`src/rtl/ic_shl_cmp_skolem_seq_if.sv`:
```
`default_nettype none
// ============================================================================
// Module      : ic_shl_cmp_skolem_seq_if
// Description : Request/response streaming bundle for the shift-left Skolem
//               witness generator.
//               Request  : in_valid / in_ready / in_s / in_t / in_op
//               Response : out_valid / out_ready / out_x / out_sat
//               The master modport belongs to the producer of requests and the
//               consumer of results. The slave modport belongs to the
//               generator.
// Revision    : 1.0 - initial release
// ============================================================================
interface ic_shl_cmp_skolem_seq_if #(
  parameter int W = 8
);
  logic         in_valid;
  logic         in_ready;
  logic [W-1:0] in_s;
  logic [W-1:0] in_t;
  logic [1:0]   in_op;
  logic         out_valid;
  logic         out_ready;
  logic [W-1:0] out_x;
  logic         out_sat;

  modport master (
    output in_valid, in_s, in_t, in_op, out_ready,
    input  in_ready, out_valid, out_x, out_sat
  );

  modport slave (
    input  in_valid, in_s, in_t, in_op, out_ready,
    output in_ready, out_valid, out_x, out_sat
  );
endinterface
`default_nettype wire

```
`src/rtl/ic_shl_cmp_skolem_seq.sv`:
```
`default_nettype none
// ============================================================================
// Module      : ic_shl_cmp_skolem_seq
// Description : Sequential Skolem-witness generator for shift-left
//               invertibility conditions. For captured operands s, t and a
//               comparison op, the block finds the smallest x in 0..W with
//               (s << x) op t, using one candidate per clock. It reports
//               out_sat=0 and out_x=0 when no such x exists.
//               op: 00 signed >=, 01 signed >, 10 unsigned >=, 11 unsigned >
// Ports       : clk   - clock; all state changes on the rising edge
//               rst_n - asynchronous active-low reset, released synchronously
//               bus   - ic_shl_cmp_skolem_seq_if.slave (request/response)
// Option      : SKOLEM_EARLY_EXIT_EN - a failing search ends as soon as the
//               shifted operand becomes zero. Every later candidate is also
//               zero, so results do not change; only the latency does.
// Revision    : 1.0 - initial release
// ============================================================================
module ic_shl_cmp_skolem_seq #(
  parameter int W = 8
) (
  input  wire logic                  clk,
  input  wire logic                  rst_n,
  ic_shl_cmp_skolem_seq_if.slave     bus
);

  // Candidate counter width. It must hold the value W itself.
  localparam int CW = $clog2(W + 1);

  localparam logic [CW-1:0] C_K_LAST = CW'(W);

  localparam logic [1:0] ST_IDLE   = 2'd0;
  localparam logic [1:0] ST_SEARCH = 2'd1;
  localparam logic [1:0] ST_DONE   = 2'd2;

  localparam logic [1:0] OP_SGE = 2'b00;
  localparam logic [1:0] OP_SGT = 2'b01;
  localparam logic [1:0] OP_UGE = 2'b10;
  localparam logic [1:0] OP_UGT = 2'b11;

  logic [1:0]    r_state;
  logic [1:0]    w_state_nxt;

  logic [W-1:0]  r_s;
  logic [W-1:0]  r_t;
  logic [1:0]    r_op;
  logic [CW-1:0] r_k;
  logic [W-1:0]  r_x;
  logic          r_sat;

  logic [W-1:0]  w_shifted;
  logic          w_cond;
  logic          w_exhausted;
  logic          w_accept;
  logic          w_release;

  // --------------------------------------------------------------------------
  // Candidate evaluation: W-bit shift with truncation, then the selected
  // comparison.
  // --------------------------------------------------------------------------
  always_comb begin
    w_shifted = r_s << r_k;
    w_cond    = 1'b0;
    case (r_op)
      OP_SGE:  w_cond = $signed(w_shifted) >= $signed(r_t);
      OP_SGT:  w_cond = $signed(w_shifted) >  $signed(r_t);
      OP_UGE:  w_cond = w_shifted >= r_t;
      OP_UGT:  w_cond = w_shifted >  r_t;
      default: w_cond = 1'b0;
    endcase
  end

  // The search gives up at the last candidate. With early exit it also stops
  // once the shifted value is zero, because all larger shifts are zero too.
  always_comb begin
`ifdef SKOLEM_EARLY_EXIT_EN
    w_exhausted = (r_k == C_K_LAST) || (w_shifted == '0);
`else
    w_exhausted = (r_k == C_K_LAST);
`endif
  end

  assign w_accept  = (r_state == ST_IDLE) && bus.in_valid;
  assign w_release = (r_state == ST_DONE) && bus.out_ready;

  // --------------------------------------------------------------------------
  // FSM: state register
  // --------------------------------------------------------------------------
  always_ff @(posedge clk or negedge rst_n) begin
    if (!rst_n) begin
      r_state <= ST_IDLE;
    end else begin
      r_state <= w_state_nxt;
    end
  end

  // --------------------------------------------------------------------------
  // FSM: next-state logic
  // --------------------------------------------------------------------------
  always_comb begin
    w_state_nxt = r_state;
    case (r_state)
      ST_IDLE: begin
        if (w_accept) begin
          w_state_nxt = ST_SEARCH;
        end
      end
      ST_SEARCH: begin
        if (w_cond || w_exhausted) begin
          w_state_nxt = ST_DONE;
        end
      end
      ST_DONE: begin
        // Returning to IDLE first means no request is accepted on the same
        // edge as the result handshake.
        if (w_release) begin
          w_state_nxt = ST_IDLE;
        end
      end
      default: w_state_nxt = ST_IDLE;
    endcase
  end

  // --------------------------------------------------------------------------
  // FSM: outputs
  // --------------------------------------------------------------------------
  always_comb begin
    bus.in_ready  = 1'b0;
    bus.out_valid = 1'b0;
    case (r_state)
      ST_IDLE:   bus.in_ready  = 1'b1;
      ST_DONE:   bus.out_valid = 1'b1;
      default: begin
        bus.in_ready  = 1'b0;
        bus.out_valid = 1'b0;
      end
    endcase
  end

  assign bus.out_x   = r_x;
  assign bus.out_sat = r_sat;

  // --------------------------------------------------------------------------
  // Datapath: operand capture, candidate counter and result registers.
  // Operands are written only on accept, so later input changes are ignored.
  // --------------------------------------------------------------------------
  always_ff @(posedge clk or negedge rst_n) begin
    if (!rst_n) begin
      r_s   <= '0;
      r_t   <= '0;
      r_op  <= '0;
      r_k   <= '0;
      r_x   <= '0;
      r_sat <= 1'b0;
    end else begin
      case (r_state)
        ST_IDLE: begin
          if (w_accept) begin
            r_s  <= bus.in_s;
            r_t  <= bus.in_t;
            r_op <= bus.in_op;
            r_k  <= '0;
          end
        end
        ST_SEARCH: begin
          if (w_cond) begin
            r_x   <= W'(r_k);
            r_sat <= 1'b1;
          end else if (w_exhausted) begin
            r_x   <= '0;
            r_sat <= 1'b0;
          end else begin
            r_k <= r_k + CW'(1);
          end
        end
        default: begin
          // DONE holds the result stable until the consumer takes it.
        end
      endcase
    end
  end

endmodule
`default_nettype wire
```
`src/flat_wrapper.sv`:
```
// flat-port wrapper written by rule: the top's interface ports become plain ports
module ic_shl_cmp_skolem_seq_flat 
#(
  parameter int W = 8
)
  (clk, rst_n, bus_in_valid, bus_in_s, bus_in_t, bus_in_op, bus_out_ready, bus_in_ready, bus_out_valid, bus_out_x, bus_out_sat);
  ic_shl_cmp_skolem_seq_if #(.W(W)) bus_i ();
  input  wire logic clk;
  input  wire logic rst_n;
  input wire logic [$bits(bus_i.in_valid)-1:0] bus_in_valid;
  input wire logic [$bits(bus_i.in_s)-1:0] bus_in_s;
  input wire logic [$bits(bus_i.in_t)-1:0] bus_in_t;
  input wire logic [$bits(bus_i.in_op)-1:0] bus_in_op;
  input wire logic [$bits(bus_i.out_ready)-1:0] bus_out_ready;
  output wire logic [$bits(bus_i.in_ready)-1:0] bus_in_ready;
  output wire logic [$bits(bus_i.out_valid)-1:0] bus_out_valid;
  output wire logic [$bits(bus_i.out_x)-1:0] bus_out_x;
  output wire logic [$bits(bus_i.out_sat)-1:0] bus_out_sat;
  assign bus_i.in_valid = bus_in_valid;
  assign bus_i.in_s = bus_in_s;
  assign bus_i.in_t = bus_in_t;
  assign bus_i.in_op = bus_in_op;
  assign bus_i.out_ready = bus_out_ready;
  assign bus_in_ready = bus_i.in_ready;
  assign bus_out_valid = bus_i.out_valid;
  assign bus_out_x = bus_i.out_x;
  assign bus_out_sat = bus_i.out_sat;
  ic_shl_cmp_skolem_seq #(.W(W)) u_core (.clk(clk), .rst_n(rst_n), .bus(bus_i));
endmodule
```
`config.mk`:
```
export PLATFORM = sky130hd
export DESIGN_NAME = ic_shl_cmp_skolem_seq_flat
export DESIGN_NICKNAME = d
export VERILOG_FILES = /design/src/rtl/ic_shl_cmp_skolem_seq_if.sv /design/src/rtl/ic_shl_cmp_skolem_seq.sv /design/src/flat_wrapper.sv
export SDC_FILE = /design/constraint.sdc
export NUM_CORES = 1
export LEC_CHECK = 0
export CORE_ASPECT_RATIO = 1.5
export CORE_MARGIN = 5
export CORE_UTILIZATION = 45
export CTS_CLUSTER_SIZE = 20
export DETAILED_ROUTE_END_ITERATION = 8
export PLACE_DENSITY = 0.69
export SYNTH_ARGS = -nofsm -noshare
export SYNTH_HDL_FRONTEND = slang
export SYNTH_SLANG_ARGS = --single-unit
```
`constraint.sdc`:
```
create_clock -name clk -period 2.5 [get_ports clk]
set_input_delay 0.25 -clock clk [delete_from_list [all_inputs] [get_ports clk]]
set_output_delay 0.25 -clock clk [all_outputs]
set_load 0.01 [all_outputs]
```
=== Yosys cells after proc, flatten, opt, wreduce, memory -nomap -nowiden ===
Index checks and enable logic that the tools add are counted.

* Add/subtract/negate cells: 1
* Multiply operators: 0
* Divide/modulo/power cells: 0
* $lt $le $gt $ge: 4
* Eq/ne operators: 11
* Shifts and indexed selects: 1
* Muxes and demuxes: 15
* Bitwise operators: 0
* Reduce and logical (&&, ||, !) cells: 11

{| class="wikitable"
|+ Operators with widths
! operator !! number
|-
| $ge 8x8->1 || 2
|-
| $gt 8x8->1 || 2
|-
| $mux 8 || 2
|-
| $mux 4 || 3
|-
| $pmux 4 s2 || 1
|-
| $shl 8x4->8 || 1
|-
| $eq 2x2->1 const B || 3
|-
| $mux 2 || 3
|-
| $ne 2x1->1 const B || 3
|-
| $pmux 2 s3 || 1
|-
| $add 4x1->4 const B || 1
|-
| $eq 2x1->1 const B || 2
|-
| $eq 4x4->1 const B || 1
|-
| $logic_not 2->1 || 2
|-
| $mux 1 || 4
|-
| $ne 2x2->1 const B || 2
|-
| $pmux 1 s4 || 1
|-
| $reduce_and 2->1 || 2
|-
| $reduce_and 4->1 || 1
|-
| $reduce_bool 2->1 || 2
|-
| $reduce_and 3->1 || 1
|-
| $logic_and 1x1->1 || 2
|-
| $logic_or 1x1->1 || 1
|}

* Register bits: 33
* Latch bits: 0
* RAM bits: 0
* Bits in read-only memories: 0
* Output and inout port bits: 11
* Logic and storage cells: 50
* Memories: 0

=== Longest topological paths before layout ===
Gate-level depths: netlist (run 1).

* Word-level depth: 6
* Depth in mapped cells: 12
* Mapped depth without buffers: 12

=== Worst setup path after synthesis (run 1) ===
Ideal clock, no wire load.

* Path type: reg-to-reg
* Start point: register u_core.r_k[0]
* End point: register u_core.r_state[1]
* Data arrival time: 2.509 ns
* Setup slack: -0.113 ns
* Stages on the path, launching flop included: 11
* Buffers on the path: 1
* Path through: dfrtp_1 > clkbuf_8 > mux4_2 > mux2i_1 > nor2_1 > ha_1 > and4_4 > a311o_1 > a31oi_4 > inv_2 > o311ai_1

* Word-level cells in the longest chain between the ends: 6
* Elaborated cells between the ends (all ways): 10
* Classes of those cells: order compare (4); eq/ne (2); shift (1); mux (1); reduce/logical (2)

{| class="wikitable"
|+ Ends and longest elaborated chain
! what !! RTL line !! RTL
|-
| from (decl) || ic_shl_cmp_skolem_seq.sv:46 || <nowiki>logic [CW-1:0] r_k;</nowiki>
|-
| from (signal assigned) || ic_shl_cmp_skolem_seq.sv:172 || <nowiki>r_k <= r_k + CW'(1);</nowiki>
|-
| $shl 8x4->8 || ic_shl_cmp_skolem_seq.sv:61 || <nowiki>w_shifted = r_s << r_k;</nowiki>
|-
| $gt 8x8->1, or another cell as far along || ic_shl_cmp_skolem_seq.sv:67 || <nowiki>OP_UGT: w_cond = w_shifted > r_t;</nowiki>
|-
| $pmux 1 s4 || ic_shl_cmp_skolem_seq.sv:63 || <nowiki>case (r_op)</nowiki>
|-
| $logic_or 1x1->1 * || ic_shl_cmp_skolem_seq.sv:108 || <nowiki>if (w_cond || w_exhausted) begin</nowiki>
|-
| $ne 2x1->1 (no source line) * || -- ||
|-
| $reduce_and 3->1 (no source line) * || -- ||
|-
| to (signal assigned) || ic_shl_cmp_skolem_seq.sv:92 || <nowiki>r_state <= w_state_nxt;</nowiki>
|-
| to (decl) || ic_shl_cmp_skolem_seq.sv:40 || <nowiki>logic [1:0] r_state;</nowiki>
|}

Mark *: on every way between the ends. The rest lies on a longest branch, timed or not.
A chain may end at the register's enable or synchronous reset.

=== Worst setup path after layout (run 1) ===
Same ends and word-level chain as after synthesis.

==> impl_metrics.prom, run 1 <==
# TYPE chip_impl_metric gauge
chip_impl_info{name="run_status",value="finished, violations left"} 1
chip_impl_info{name="violated_checks",value="negative setup slack"} 1
chip_impl_metric{name="place.detailed.instances",unit=""} 270
chip_impl_metric{name="syn_to_layout_area_delta",unit="%"} 28.6
chip_impl_metric{name="final_cells",unit=""} 279
chip_impl_metric{name="antennaDiodeCount",unit=""} 0
chip_impl_metric{name="final.fill_count",unit=""} 341
chip_impl_info{name="clock_tree_from_tritoncts",value="built"} 1
chip_impl_metric{name="placeableCoreArea",unit="um2"} 3720
chip_impl_metric{name="post-route-min-period",unit="ps"} 2590
chip_impl_metric{name="route.met2.wl",unit="mm"} 1.97
chip_impl_metric{name="first_global_vias",unit=""} 1426
chip_impl_metric{name="postCtsSetupRepairBufs",unit=""} 0
chip_impl_metric{name="netlist_area",unit="um2"} 1750
chip_impl_metric{name="cts-buffers-inserted",unit=""} 5
chip_impl_metric{name="internal-power",unit="mW"} 1.72
chip_impl_metric{name="post_synth_and_or_nand_nor_area_fraction",unit="%"} 21.1
chip_impl_metric{name="cts.path.max_buffers",unit=""} 2
chip_impl_metric{name="postSynthCellCount",unit=""} 192
chip_impl_info{name="end_kind",value="register"} 1
chip_impl_metric{name="htreeDepth",unit=""} 2
chip_impl_metric{name="port-buffer-count",unit=""} 28
chip_impl_metric{name="worst_ep_required_time",unit="ps"} 2680
chip_impl_info{name="highest-signal-layer",value="met4"} 1
chip_impl_metric{name="global_route.usage.total",unit="%"} 15.9
chip_impl_metric{name="antenna_violations_before_repair",unit=""} 0
chip_impl_metric{name="die_y",unit="um"} 86.4
chip_impl_info{name="holdCritPathClass",value="input pin to asynchronous set/reset pin"} 1
chip_impl_metric{name="footprint_of_the_multi_input_gates",unit="um2"} 937
chip_impl_metric{name="max_cap_violations",unit=""} 0
chip_impl_metric{name="sw_frac_of_total",unit="%"} 42.0
chip_impl_metric{name="ys_warn_count",unit=""} 0
chip_impl_info{name="rsz_0062_raised_after_global_routing",value="yes"} 1
chip_impl_metric{name="switchingPower",unit="mW"} 1.24
chip_impl_metric{name="tightest_slew",unit="ps"} 545
chip_impl_info{name="dominantRegCellSynth",value="sky130_fd_sc_hd__dfrtp_1"} 1
chip_impl_metric{name="power-per-cell-area",unit="nW/um2"} 1320
chip_impl_metric{name="power.ir.vdd_worst",unit="mV"} 0.762
chip_impl_metric{name="clock_sinks",unit=""} 29
chip_impl_metric{name="synth_adder_area_share",unit="%"} 7.15
chip_impl_metric{name="synth_enable_flop_cells",unit=""} 0
chip_impl_metric{name="drtIter0Drc",unit=""} 40
chip_impl_metric{name="grt_overflow",unit=""} 0
chip_impl_metric{name="final_layout_net_count",unit=""} 267
chip_impl_metric{name="initial_utilization",unit="%"} 47.1
chip_impl_info{name="synth_top_family_by_area",value="simple AND/OR/NAND/NOR gates"} 1
chip_impl_metric{name="register_area",unit="um2"} 727
chip_impl_info{name="library_cell_with_the_highest_instance_count_after_synthesis",value="sky130_fd_sc_hd__nand2_1"} 1
chip_impl_info{name="timing.setup.critical_path_class",value="register to register"} 1
chip_impl_metric{name="fmaxAchievable",unit="MHz"} 386
chip_impl_metric{name="wirelength_met1",unit="mm"} 1.42
chip_impl_metric{name="drt_wl_total",unit="mm"} 3.66
chip_impl_metric{name="dp_hpwl",unit="mm"} 2.73
chip_impl_metric{name="postRouteAntennaNets",unit=""} 0
chip_impl_metric{name="drt_pass1_iterations",unit=""} 4
chip_impl_metric{name="io_pins",unit=""} 33
chip_impl_metric{name="ratio_of_cells_with_drive_above_1_in_the_final_layout",unit="%"} 17.4
chip_impl_metric{name="dp_slack",unit="ps"} -128
chip_impl_metric{name="post_synth_xor_area_fraction",unit="%"} 0
chip_impl_metric{name="report.final.hold_viol_count",unit=""} 0
chip_impl_metric{name="dr_total_vias",unit=""} 1463
chip_impl_metric{name="yosys_register_bits",unit=""} 29
chip_impl_metric{name="postSynthAreaPerCell",unit="um2"} 9.12
chip_impl_metric{name="met3_length",unit="um"} 214
chip_impl_metric{name="drc",unit=""} 0
chip_impl_metric{name="dieArea",unit="um2"} 5260
chip_impl_metric{name="netlist-cell-type-count",unit=""} 36
chip_impl_info{name="critical_path_startpoint_category",value="register"} 1
chip_impl_metric{name="synth_largest_type_area_fraction",unit="%"} 41.5
chip_impl_metric{name="final_max_slew_viol_count",unit=""} 0
chip_impl_info{name="synth_top_cells_by_area",value="sky130_fd_sc_hd__dfrtp_1, sky130_fd_sc_hd__nand2_1, sky130_fd_sc_hd__ha_1"} 1
chip_impl_metric{name="sequentialPowerShare",unit="%"} 27.4
chip_impl_metric{name="pin_count_of_the_biggest_net_entering_global_routing",unit=""} 30
chip_impl_metric{name="fin_crit_sh",unit="%"} 104
chip_impl_metric{name="viasPerCell",unit=""} 5.24
chip_impl_info{name="yosys.area.top_type",value="sky130_fd_sc_hd__dfrtp_1"} 1
chip_impl_metric{name="setup-tns-final",unit="ps"} -679
chip_impl_metric{name="clock_latency",unit="ps"} 280
chip_impl_metric{name="async_set_or_reset_register_ratio_after_synthesis",unit="%"} 100
chip_impl_info{name="rr_startpoint",value="u_core.r_k[0]$_DFFE_PN0P_"} 1
chip_impl_metric{name="wl_per_cell",unit="um"} 13.1
chip_impl_metric{name="yosysSeqAreaShare",unit="%"} 41.5
chip_impl_metric{name="max_slew_margin",unit="%"} 63.6
chip_impl_metric{name="synth.area.mux_share",unit="%"} 9.22
chip_impl_metric{name="critical_path_arrival",unit="ps"} 2780
chip_impl_metric{name="p_leak",unit="nW"} 1.05
chip_impl_metric{name="final_core_utilization",unit="%"} 60.6
chip_impl_metric{name="report.final.setup_viol",unit=""} 11
chip_impl_metric{name="synth-compound-area-share",unit="%"} 12.2
chip_impl_metric{name="clkSlewWorstSetupHoldPaths",unit="ps"} 60
chip_impl_metric{name="die_w",unit="um"} 60.9
chip_impl_metric{name="setup_slack",unit="ps"} -92.2
chip_impl_metric{name="weighted_congestion_at_the_end_of_routability_driven_global_placement",unit=""} 0.779
chip_impl_metric{name="clock_skew",unit="ps"} 4.32
chip_impl_info{name="clk_root_buffer_cell",value="sky130_fd_sc_hd__clkbuf_8"} 1
chip_impl_metric{name="hold_buffers",unit=""} 0
chip_impl_metric{name="combinational_power_share",unit="%"} 60.3
chip_impl_info{name="critical_path.startpoint",value="u_core.r_k[0]$_DFFE_PN0P_"} 1
chip_impl_metric{name="clock_power_share",unit="%"} 12.3
chip_impl_info{name="synth.top_cells.by_count",value="sky130_fd_sc_hd__nand2_1, sky130_fd_sc_hd__dfrtp_1, sky130_fd_sc_hd__inv_1, sky130_fd_sc_hd__nor2_1, sky130_fd_sc_hd__o21ai_0"} 1
chip_impl_metric{name="first_pass_grt_wire_length",unit="mm"} 6.41
chip_impl_metric{name="critical_path_peak_fanout",unit=""} 6
chip_impl_metric{name="floorplan.rows",unit=""} 27
worst paths after layout:
kind	to	slack [ps]	cells past startpoint
worst max-delay path	u_core.r_state[1]$_DFFE_PN0P_	-90	9
worst min-delay path	u_core.r_s[7]$_DFFE_PN0P_	360	2
worst max register to register	u_core.r_state[1]$_DFFE_PN0P_	-90	9
worst min register to register	u_core.bus.out_sat$_DFFE_PN0P_	480	2
max in group asynchronous	u_core.r_k[0]$_DFFE_PN0P_	1860	2
min in group clk	u_core.bus.out_sat$_DFFE_PN0P_	480	2
cells by family after synthesis:
logic type	after synthesis
other	1
DFF	29
muxes	11
and+or+nand+nor	85
AOI/OAI and AO/OA	31
buffers and inverters	25
adders and majority gates	10
registers in the layout, summed over array words and instances, names as in the netlist:
| name | cells |
|---|---|
| u_core.bus.out_sat | 1 |
| u_core.bus.out_x | 4 |
| u_core.r_k | 4 |
| u_core.r_op | 2 |
| u_core.r_s | 8 |
| u_core.r_state | 2 |
| u_core.r_t | 8 |
critical path: stages (launching register included):
cell and delay [ps]:
sky130_fd_sc_hd__dfrtp_2 450, sky130_fd_sc_hd__mux4_2 520, sky130_fd_sc_hd__mux2i_1 150, sky130_fd_sc_hd__nor2_1 60, sky130_fd_sc_hd__ha_1 340, sky130_fd_sc_hd__and4_4 250, sky130_fd_sc_hd__a311o_1 330, sky130_fd_sc_hd__a31oi_4 240
sky130_fd_sc_hd__inv_2 70, sky130_fd_sc_hd__o311ai_2 80
metal layers:
layer,vias up,global-route usage [%]
met4,0,5.52
met2,31,27.8
met1,703,18.0
met5,-,0
li1,724,-
met3,5,4.32
cells in the final DEF (no fill, tap or decap), types with 3 or more instances in the layout:
cell | synthesis | layout
sky130_fd_sc_hd__a21oi_1 | 3 | 3
sky130_fd_sc_hd__and2_1 | 3 | 3
sky130_fd_sc_hd__buf_4 | 4 | 15
sky130_fd_sc_hd__clkbuf_1 | 2 | 3
sky130_fd_sc_hd__clkbuf_8 | 4 | 5
sky130_fd_sc_hd__clkdlybuf4s50_1 | 0 | 28
sky130_fd_sc_hd__conb_1 | 1 | 4
sky130_fd_sc_hd__dfrtp_1 | 29 | 28
sky130_fd_sc_hd__ha_1 | 10 | 10
sky130_fd_sc_hd__inv_1 | 12 | 12
sky130_fd_sc_hd__mux2i_1 | 6 | 5
sky130_fd_sc_hd__mux4_2 | 4 | 4
sky130_fd_sc_hd__nand2_1 | 57 | 57
sky130_fd_sc_hd__nand3_1 | 5 | 5
sky130_fd_sc_hd__nor2_1 | 12 | 11
sky130_fd_sc_hd__o21ai_0 | 11 | 9
sky130_fd_sc_hd__o21ai_1 | 5 | 6
through the flow:
stage               instance area, um2  hold WS, ps  total power, mW
CTS                               2230          364             2.91
detailed placement                2110          474             2.42
floorplan                         1760        -45.6             1.95
global placement                  2110          466             2.40
global route                      2250          395             3.25
finish                            2250          356             2.96
power by group through the flow:
| stage | logic (mW) | clock network (mW) | registers (mW) |
|---|---|---|---|
| 2_1_floorplan | 1.18 | 0 | 0.777 |
| 3_3_place_gp | 1.59 | 0 | 0.808 |
| 3_5_place_dp | 1.61 | 0 | 0.815 |
| 4_1_cts | 1.72 | 0.375 | 0.811 |
| 5_1_grt | 2.00 | 0.402 | 0.842 |
| 6_report | 1.79 | 0.365 | 0.812 |
layout make-up:
| type | instances | share of cell area [%] |
|---|---|---|
| multi-input combinational | 142 | 41.6 |
| timing repair buffer | 44 | 18.0 |
| sequential | 29 | 32.3 |
| inverter | 13 | 2.17 |
| tap | 43 | 2.39 |
| clock buffer | 8 | 3.56 |
what timing repair did:
action	4_1_cts	5_1_grt
pin swaps	1	2
resized for setup	6	5
cloned	1	0
endpoints found under the setup margin	11	11
Power figures use the tool's default switching activity.
==> run 2, diff against run 1 <==
--- a/config.mk
+++ b/config.mk
@@ -10,6 +10,7 @@
 export CORE_UTILIZATION = 45
 export CTS_CLUSTER_SIZE = 20
 export DETAILED_ROUTE_END_ITERATION = 8
+export GPL_TIMING_DRIVEN = 0
 export PLACE_DENSITY = 0.69
 export SYNTH_ARGS = -nofsm -noshare
 export SYNTH_HDL_FRONTEND = slang
==> run 2 against run 1 <==
  * Sequential cell count is the same
  * Critical endpoint is now u_core.bus.out_x[1]$_DFFE_PN0P_
  * Register-to-register slack is essentially flat
  * Critical path type unchanged
  * Global-route usage grew 0.39 points
  * Sequential share of layout area shrank 0.21 points
  * The run ends with negative hold slack, negative setup slack left
==> impl_metrics.prom, run 2 (synthesis gave the netlist of run 1 again) <==
# TYPE chip_impl_metric gauge
chip_impl_info{name="run_status",value="finished, violations left"} 1
chip_impl_info{name="violated_checks",value="negative hold slack, negative setup slack"} 1
chip_impl_metric{name="post-layout-total-power",unit="mW"} 3.00
chip_impl_info{name="reg.largest.list",value="u_core.r_s: 8 flops, u_core.r_t: 8 flops"} 1
chip_impl_info{name="clk_root_buffer_cell",value="sky130_fd_sc_hd__clkbuf_8"} 1
chip_impl_metric{name="wirelength_met1",unit="mm"} 1.54
chip_impl_metric{name="dp_slack",unit="ps"} -316
chip_impl_metric{name="final_cells",unit=""} 279
chip_impl_metric{name="initial_utilization",unit="%"} 47.1
chip_impl_metric{name="report.final.hold_viol_count",unit=""} 1
chip_impl_metric{name="global_route.usage.total",unit="%"} 16.3
chip_impl_metric{name="weighted_congestion_at_the_end_of_routability_driven_global_placement",unit=""} 0.801
chip_impl_info{name="critical_path_startpoint_category",value="register"} 1
chip_impl_metric{name="first_global_vias",unit=""} 1436
chip_impl_metric{name="hold_buffers",unit=""} 0
chip_impl_metric{name="fin_crit_sh",unit="%"} 103
chip_impl_metric{name="post-route-min-period",unit="ps"} 2580
chip_impl_metric{name="tightest_slew",unit="ps"} 675
chip_impl_metric{name="floorplan.rows",unit=""} 27
chip_impl_metric{name="switchingPower",unit="mW"} 1.30
chip_impl_metric{name="io_pins",unit=""} 33
chip_impl_info{name="timing.setup.critical_path_class",value="register to register"} 1
chip_impl_metric{name="pin_count_of_the_biggest_net_entering_global_routing",unit=""} 30
chip_impl_metric{name="wl_per_cell",unit="um"} 13.6
chip_impl_metric{name="postRouteAntennaNets",unit=""} 0
chip_impl_metric{name="first_pass_grt_wire_length",unit="mm"} 6.44
chip_impl_info{name="holdCritPathClass",value="input pin to asynchronous set/reset pin"} 1
chip_impl_metric{name="whs",unit="ps"} -0.487
chip_impl_metric{name="dieArea",unit="um2"} 5260
chip_impl_metric{name="htreeDepth",unit=""} 2
chip_impl_metric{name="drt_pass1_iterations",unit=""} 4
chip_impl_metric{name="sw_frac_of_total",unit="%"} 43.2
chip_impl_metric{name="dp_hpwl",unit="mm"} 2.64
chip_impl_metric{name="combinational_power_share",unit="%"} 61.2
chip_impl_metric{name="clock_sinks",unit=""} 29
chip_impl_metric{name="clock_skew",unit="ps"} 2.69
chip_impl_metric{name="die_w",unit="um"} 60.9
chip_impl_metric{name="power.ir.vdd_worst",unit="mV"} 0.790
chip_impl_metric{name="clkSlewWorstSetupHoldPaths",unit="ps"} 60
chip_impl_metric{name="grt_overflow",unit=""} 0
chip_impl_metric{name="max_slew_margin",unit="%"} 55.0
chip_impl_metric{name="critical_path_arrival",unit="ps"} 2800
chip_impl_metric{name="antenna_violations_before_repair",unit=""} 0
chip_impl_info{name="end_kind",value="register"} 1
chip_impl_metric{name="final_max_slew_viol_count",unit=""} 0
chip_impl_info{name="rsz_0062_raised_after_global_routing",value="yes"} 1
chip_impl_metric{name="syn_to_layout_area_delta",unit="%"} 29.4
chip_impl_info{name="clock_tree_from_tritoncts",value="built"} 1
chip_impl_metric{name="ratio_of_cells_with_drive_above_1_in_the_final_layout",unit="%"} 16.9
chip_impl_metric{name="worst_ep_required_time",unit="ps"} 2710
chip_impl_metric{name="drt_wl_total",unit="mm"} 3.80
chip_impl_metric{name="port-buffer-count",unit=""} 28
chip_impl_metric{name="max_cap_violations",unit=""} 0
chip_impl_info{name="mostFrequentLayoutCells",value="sky130_fd_sc_hd__nand2_1, sky130_fd_sc_hd__dfrtp_1, sky130_fd_sc_hd__clkdlybuf4s50_1"} 1
chip_impl_metric{name="report.final.setup_viol",unit=""} 8
chip_impl_info{name="crit_path_top_delay_cell",value="sky130_fd_sc_hd__mux4_2"} 1
chip_impl_metric{name="place.detailed.instances",unit=""} 266
chip_impl_info{name="path_cells",value="buf_6 > mux4_2 > a22oi_1 > nor2_1 > ha_1 > and4_4 > a311o_1 > a31oi_4 > nand2_1 > o21ai_1"} 1
chip_impl_metric{name="die_y",unit="um"} 86.4
chip_impl_metric{name="p_leak",unit="nW"} 1.04
chip_impl_metric{name="cpPeakStageDelay",unit="ps"} 480
chip_impl_metric{name="viasPerCell",unit=""} 5.22
chip_impl_metric{name="fmaxAchievable",unit="MHz"} 387
chip_impl_metric{name="route.met2.wl",unit="mm"} 1.96
chip_impl_metric{name="drc",unit=""} 0
chip_impl_metric{name="drtIter0Drc",unit=""} 38
chip_impl_metric{name="clock_latency",unit="ps"} 290
chip_impl_metric{name="final_layout_net_count",unit=""} 267
chip_impl_metric{name="dr_total_vias",unit=""} 1456
chip_impl_metric{name="internal-power",unit="mW"} 1.71
chip_impl_metric{name="power-per-cell-area",unit="nW/um2"} 1330
chip_impl_metric{name="critical_path_peak_fanout",unit=""} 5
chip_impl_metric{name="antennaDiodeCount",unit=""} 0
chip_impl_metric{name="placeableCoreArea",unit="um2"} 3720
chip_impl_metric{name="setup_slack",unit="ps"} -84.7
chip_impl_metric{name="setup-tns-final",unit="ps"} -413
chip_impl_info{name="final_common_cell",value="sky130_fd_sc_hd__nand2_1"} 1
chip_impl_metric{name="clock_power_share",unit="%"} 12.5
chip_impl_metric{name="met3_length",unit="um"} 187
chip_impl_info{name="highest-signal-layer",value="met4"} 1
chip_impl_metric{name="cts.path.max_buffers",unit=""} 2
chip_impl_metric{name="final.fill_count",unit=""} 332
chip_impl_metric{name="final_core_utilization",unit="%"} 61.0
chip_impl_metric{name="sequentialPowerShare",unit="%"} 26.3
chip_impl_metric{name="cts-buffers-inserted",unit=""} 5
## run 2: worst paths after layout
| kind | from | slack, ps | cells after the start | end |
|---|---|---|---|---|
| min in group clk | u_core.r_s[7]$_DFFE_PN0P_ | 480 | 2 | u_core.r_s[7]$_DFFE_PN0P_ |
| max in group asynchronous | rst_n | 2030 | 1 | u_core.r_k[0]$_DFFE_PN0P_ |
| hold / removal | rst_n | -0.5 | 1 | u_core.r_s[6]$_DFFE_PN0P_ |
| setup / recovery | u_core.r_k[0]$_DFFE_PN0P_ | -80 | 10 | u_core.bus.out_x[1]$_DFFE_PN0P_ |
| hold reg to reg | u_core.r_s[7]$_DFFE_PN0P_ | 480 | 2 | u_core.r_s[7]$_DFFE_PN0P_ |
| setup reg to reg | u_core.r_k[0]$_DFFE_PN0P_ | -80 | 10 | u_core.bus.out_x[1]$_DFFE_PN0P_ |
## run 2: cell type report
class	count	area (um2)	area share [%]
buffer	12	104	4.58
clock buffer	8	80.1	3.53
inverter	13	48.8	2.15
multi-input combinational	143	947	41.8
sequential	29	727	32.1
tap	43	53.8	2.37
timing repair buffer	31	305	13.5
## run 2: per-layer routing
layer / up-vias / global-route usage, %
li1: 734 / -
met3: 10 / 4.62
met2: 35 / 27.9
met4: 0 / 7.50
met5: - / 0
met1: 677 / 17.9
## run 2: timing repair
item	in CTS	in global routing
buffers inserted	3	0
pin swaps	10	7
gates cloned	2	0
endpoints found under the hold margin	0	0
endpoints found under the setup margin	11	11
resized for setup	5	9
## run 2: metrics by stage
| step | hold WS [ps] | area [um2] |
|---|---|---|
| 5_1_grt | 60.0 | 2270 |
| 6_report | -0.487 | 2270 |
| 2_1_floorplan | -45.6 | 1760 |
| 3_5_place_dp | 469 | 2100 |
| 3_3_place_gp | 464 | 2100 |
| 4_1_cts | 484 | 2230 |
## run 2: power by group through the flow
stage               logic, mW  clock network (mW)  registers (mW)
floorplan                1.18                   0           0.777
global placement         1.51                   0           0.798
detailed placement       1.53                   0           0.806
CTS                      1.72               0.378           0.788
global route             2.06               0.403           0.818
finish                   1.84               0.375           0.789
## run 2: critical path, delay by kind of cell, from the launching register on
kind                       cells  cell delay, ps
and+or+nand+nor                3             380
muxes                          1             480
DFF                            1             380
AOI/OAI and AO/OA              4             870
buffers and inverters          1             120
adders and majority gates      1             290
==> run 3, diff against run 2 <==
--- a/config.mk
+++ b/config.mk
@@ -12,6 +12,7 @@
 export DETAILED_ROUTE_END_ITERATION = 8
 export GPL_TIMING_DRIVEN = 0
 export PLACE_DENSITY = 0.69
+export REMOVE_ABC_BUFFERS = 1
 export SYNTH_ARGS = -nofsm -noshare
 export SYNTH_HDL_FRONTEND = slang
 export SYNTH_SLANG_ARGS = --single-unit
==> run 3 against run 2 <==
  * Combinational power shrank 8%
  * Critical endpoint is now u_core.r_state[0]$_DFFE_PN0P_
  * Highest routed layer unchanged
  * Clock power shrank 2%
  * The run ends with negative setup slack left
  * Fmax shrank 1.7%
  * Utilization shrank 2.9 points
  * Register-to-register slack lost 40 ps
==> impl_metrics.prom, run 3 (synthesis gave the netlist of run 1 again) <==
# TYPE chip_impl_metric gauge
chip_impl_info{name="path_cells",value="mux4_2 > mux2i_1 > nor2_1 > ha_1 > and4_4 > nand2_1 > o211ai_1 > buf_4 > nand2_1"} 1
chip_impl_info{name="violated_checks",value="negative setup slack"} 1
chip_impl_metric{name="post-layout-total-power",unit="mW"} 2.90
chip_impl_metric{name="first_global_vias",unit=""} 1371
chip_impl_metric{name="cpPeakStageDelay",unit="ps"} 520
chip_impl_metric{name="clock_latency",unit="ps"} 280
chip_impl_metric{name="worst_ep_required_time",unit="ps"} 2640
chip_impl_info{name="holdCritPathClass",value="input pin to asynchronous set/reset pin"} 1
chip_impl_metric{name="dp_hpwl",unit="mm"} 2.54
chip_impl_info{name="run_status",value="finished, violations left"} 1
chip_impl_metric{name="antenna_violations_before_repair",unit=""} 0
chip_impl_metric{name="setup_slack",unit="ps"} -129
chip_impl_metric{name="hold_buffers",unit=""} 0
chip_impl_metric{name="fmaxAchievable",unit="MHz"} 380
chip_impl_info{name="clk_root_buffer_cell",value="sky130_fd_sc_hd__clkbuf_8"} 1
chip_impl_metric{name="wl_per_cell",unit="um"} 13.5
chip_impl_metric{name="register_area",unit="um2"} 728
chip_impl_metric{name="weighted_congestion_at_the_end_of_routability_driven_global_placement",unit=""} 0.759
chip_impl_metric{name="clkSlewWorstSetupHoldPaths",unit="ps"} 60
chip_impl_metric{name="cts-buffers-inserted",unit=""} 5
chip_impl_metric{name="drt_wl_total",unit="mm"} 3.63
chip_impl_metric{name="post-route-min-period",unit="ps"} 2630
chip_impl_metric{name="antennaDiodeCount",unit=""} 0
chip_impl_metric{name="drtIter0Drc",unit=""} 35
chip_impl_info{name="timing.setup.critical_path_class",value="register to register"} 1
chip_impl_metric{name="footprint_of_the_multi_input_gates",unit="um2"} 943
chip_impl_info{name="rr_endpoint",value="u_core.r_state[0]$_DFFE_PN0P_"} 1
chip_impl_metric{name="max_cap_violations",unit=""} 0
chip_impl_metric{name="power-per-cell-area",unit="nW/um2"} 1340
chip_impl_info{name="rr_startpoint",value="u_core.r_k[0]$_DFFE_PN0P_"} 1
chip_impl_metric{name="pin_count_of_the_biggest_net_entering_global_routing",unit=""} 30
chip_impl_metric{name="fin_crit_sh",unit="%"} 105
chip_impl_metric{name="power.ir.vdd_worst",unit="mV"} 0.621
chip_impl_metric{name="floorplan.rows",unit=""} 27
chip_impl_metric{name="clock_skew",unit="ps"} 2.88
chip_impl_info{name="clock_tree_from_tritoncts",value="built"} 1
chip_impl_metric{name="final_cells",unit=""} 268
chip_impl_metric{name="critical_path_peak_fanout",unit=""} 7
chip_impl_metric{name="placeableCoreArea",unit="um2"} 3720
chip_impl_metric{name="drc",unit=""} 0
chip_impl_metric{name="die_y",unit="um"} 86.4
chip_impl_metric{name="final_layout_net_count",unit=""} 256
chip_impl_info{name="critical_path_startpoint_category",value="register"} 1
chip_impl_info{name="crit_path_top_delay_cell",value="sky130_fd_sc_hd__mux4_2"} 1
chip_impl_metric{name="tightest_slew",unit="ps"} 737
chip_impl_metric{name="place_area",unit="um2"} 1990
chip_impl_metric{name="critical_path_arrival",unit="ps"} 2770
chip_impl_metric{name="global_route.usage.total",unit="%"} 15.8
chip_impl_metric{name="p_leak",unit="nW"} 0.980
chip_impl_metric{name="first_pass_grt_wire_length",unit="mm"} 6.25
chip_impl_metric{name="setup.reg_to_reg.worst_slack",unit="ps"} -130
chip_impl_info{name="final_common_cell",value="sky130_fd_sc_hd__nand2_1"} 1
chip_impl_metric{name="dieArea",unit="um2"} 5260
chip_impl_metric{name="ratio_of_cells_with_drive_above_1_in_the_final_layout",unit="%"} 13.8
chip_impl_metric{name="cts.path.max_buffers",unit=""} 2
chip_impl_metric{name="reg2reg_depth",unit=""} 9
chip_impl_metric{name="htreeDepth",unit=""} 2
chip_impl_metric{name="dr_total_vias",unit=""} 1388
chip_impl_metric{name="report.final.setup_viol",unit=""} 11
chip_impl_metric{name="report.final.hold_viol_count",unit=""} 0
chip_impl_metric{name="final.fill_count",unit=""} 332
chip_impl_metric{name="port-buffer-count",unit=""} 28
chip_impl_metric{name="max_slew_margin",unit="%"} 50.9
chip_impl_metric{name="final_design_area_no_fill",unit="um2"} 2160
chip_impl_metric{name="place.detailed.instances",unit=""} 254
chip_impl_metric{name="viasPerCell",unit=""} 5.18
chip_impl_info{name="most_prevalent_standard_cell_on_the_critical_path",value="sky130_fd_sc_hd__nand2_1"} 1
chip_impl_metric{name="final_max_slew_viol_count",unit=""} 0
chip_impl_metric{name="drt_pass1_iterations",unit=""} 4
chip_impl_metric{name="syn_to_layout_area_delta",unit="%"} 23.4
chip_impl_info{name="rsz_0062_raised_after_global_routing",value="yes"} 1
chip_impl_metric{name="initial_utilization",unit="%"} 47.1
chip_impl_info{name="end_kind",value="register"} 1
chip_impl_metric{name="postRouteAntennaNets",unit=""} 0
chip_impl_metric{name="clock_sinks",unit=""} 29
chip_impl_metric{name="die_w",unit="um"} 60.9
chip_impl_metric{name="setup-tns-final",unit="ps"} -965
chip_impl_info{name="mostFrequentLayoutCells",value="sky130_fd_sc_hd__nand2_1, sky130_fd_sc_hd__clkdlybuf4s50_1, sky130_fd_sc_hd__dfrtp_1"} 1
chip_impl_info{name="reg.largest.list",value="u_core.r_s: 8 flops, u_core.r_t: 8 flops"} 1
chip_impl_metric{name="grt_overflow",unit=""} 0
chip_impl_metric{name="io_pins",unit=""} 33
-- run 3: changes by cell type in the layout (fill, tap and decap cells not counted), moves of 2 or more --
cell,before,now
sky130_fd_sc_hd__clkbuf_8,8,5
sky130_fd_sc_hd__clkbuf_1,5,3
sky130_fd_sc_hd__buf_6,2,0
sky130_fd_sc_hd__buf_2,3,1
-- run 3: cell type report --
| class | count | share of cell area [%] |
|---|---|---|
| flip-flops and latches | 29 | 33.7 |
| well taps | 43 | 2.49 |
| repair buffers | 32 | 14.1 |
| multi-input cells | 143 | 43.7 |
| clock buffers | 8 | 3.71 |
| inverters | 13 | 2.26 |
-- run 3: how the worst max path moves through the flow --
stage                         startpoint                            end  depth (start not counted)
2_1_floorplan  u_core.r_k[0]$_DFFE_PN0P_  u_core.r_state[1]$_DFFE_PN0P_                          9
3_3_place_gp   u_core.r_k[0]$_DFFE_PN0P_      u_core.r_k[2]$_DFFE_PN0P_                         12
3_5_place_dp   u_core.r_k[0]$_DFFE_PN0P_      u_core.r_k[2]$_DFFE_PN0P_                         12
4_1_cts        u_core.r_k[0]$_DFFE_PN0P_      u_core.r_k[2]$_DFFE_PN0P_                         12
5_1_grt        u_core.r_k[0]$_DFFE_PN0P_      u_core.r_k[2]$_DFFE_PN0P_                         10
6_report       u_core.r_k[0]$_DFFE_PN0P_  u_core.r_state[0]$_DFFE_PN0P_                          9
-- run 3: worst max-delay path: cells and delay by family, from the launching register on --
kind                     cells  cell delay, ps
buffers and inverters        1             180
AO/OA/AOI/OAI                1             350
adder cells (fa/ha/maj)      1             350
multiplexers                 2             650
AND/OR/NAND/NOR              4             470
flip-flops                   1             480
-- run 3: timing repair --
action	4_1_cts	5_1_grt
setup endpoints to repair	11	11
pin swaps	1	5
buffers inserted	3	1
gates resized for setup	5	8
cloned	2	0
-- run 3: power by group --
group          switching [mW]  leakage [nW]  internal, mW
Combinational           0.890         0.578         0.801
Clock                   0.171        0.0395         0.197
Sequential              0.174         0.363         0.662
-- run 3: routing by layer --
| metal | GRT usage [%] | routed length [um] |
|---|---|---|
| met1 | 18.2 | 1510 |
| met2 | 26.8 | 1880 |
| met3 | 3.13 | 149 |
| met4 | 8.28 | 90 |
| met5 | 0 | 0 |
-- run 3: through the flow --
step                setup slack, ps  utilization, %  hold slack (ps)
CTS                            -163            57.4              486
detailed placement             -490            53.6              471
global route                   -284            58.1             60.4
finish                         -129            58.1             4.31
global placement               -453            53.6              464
floorplan                      -150               -            -45.6
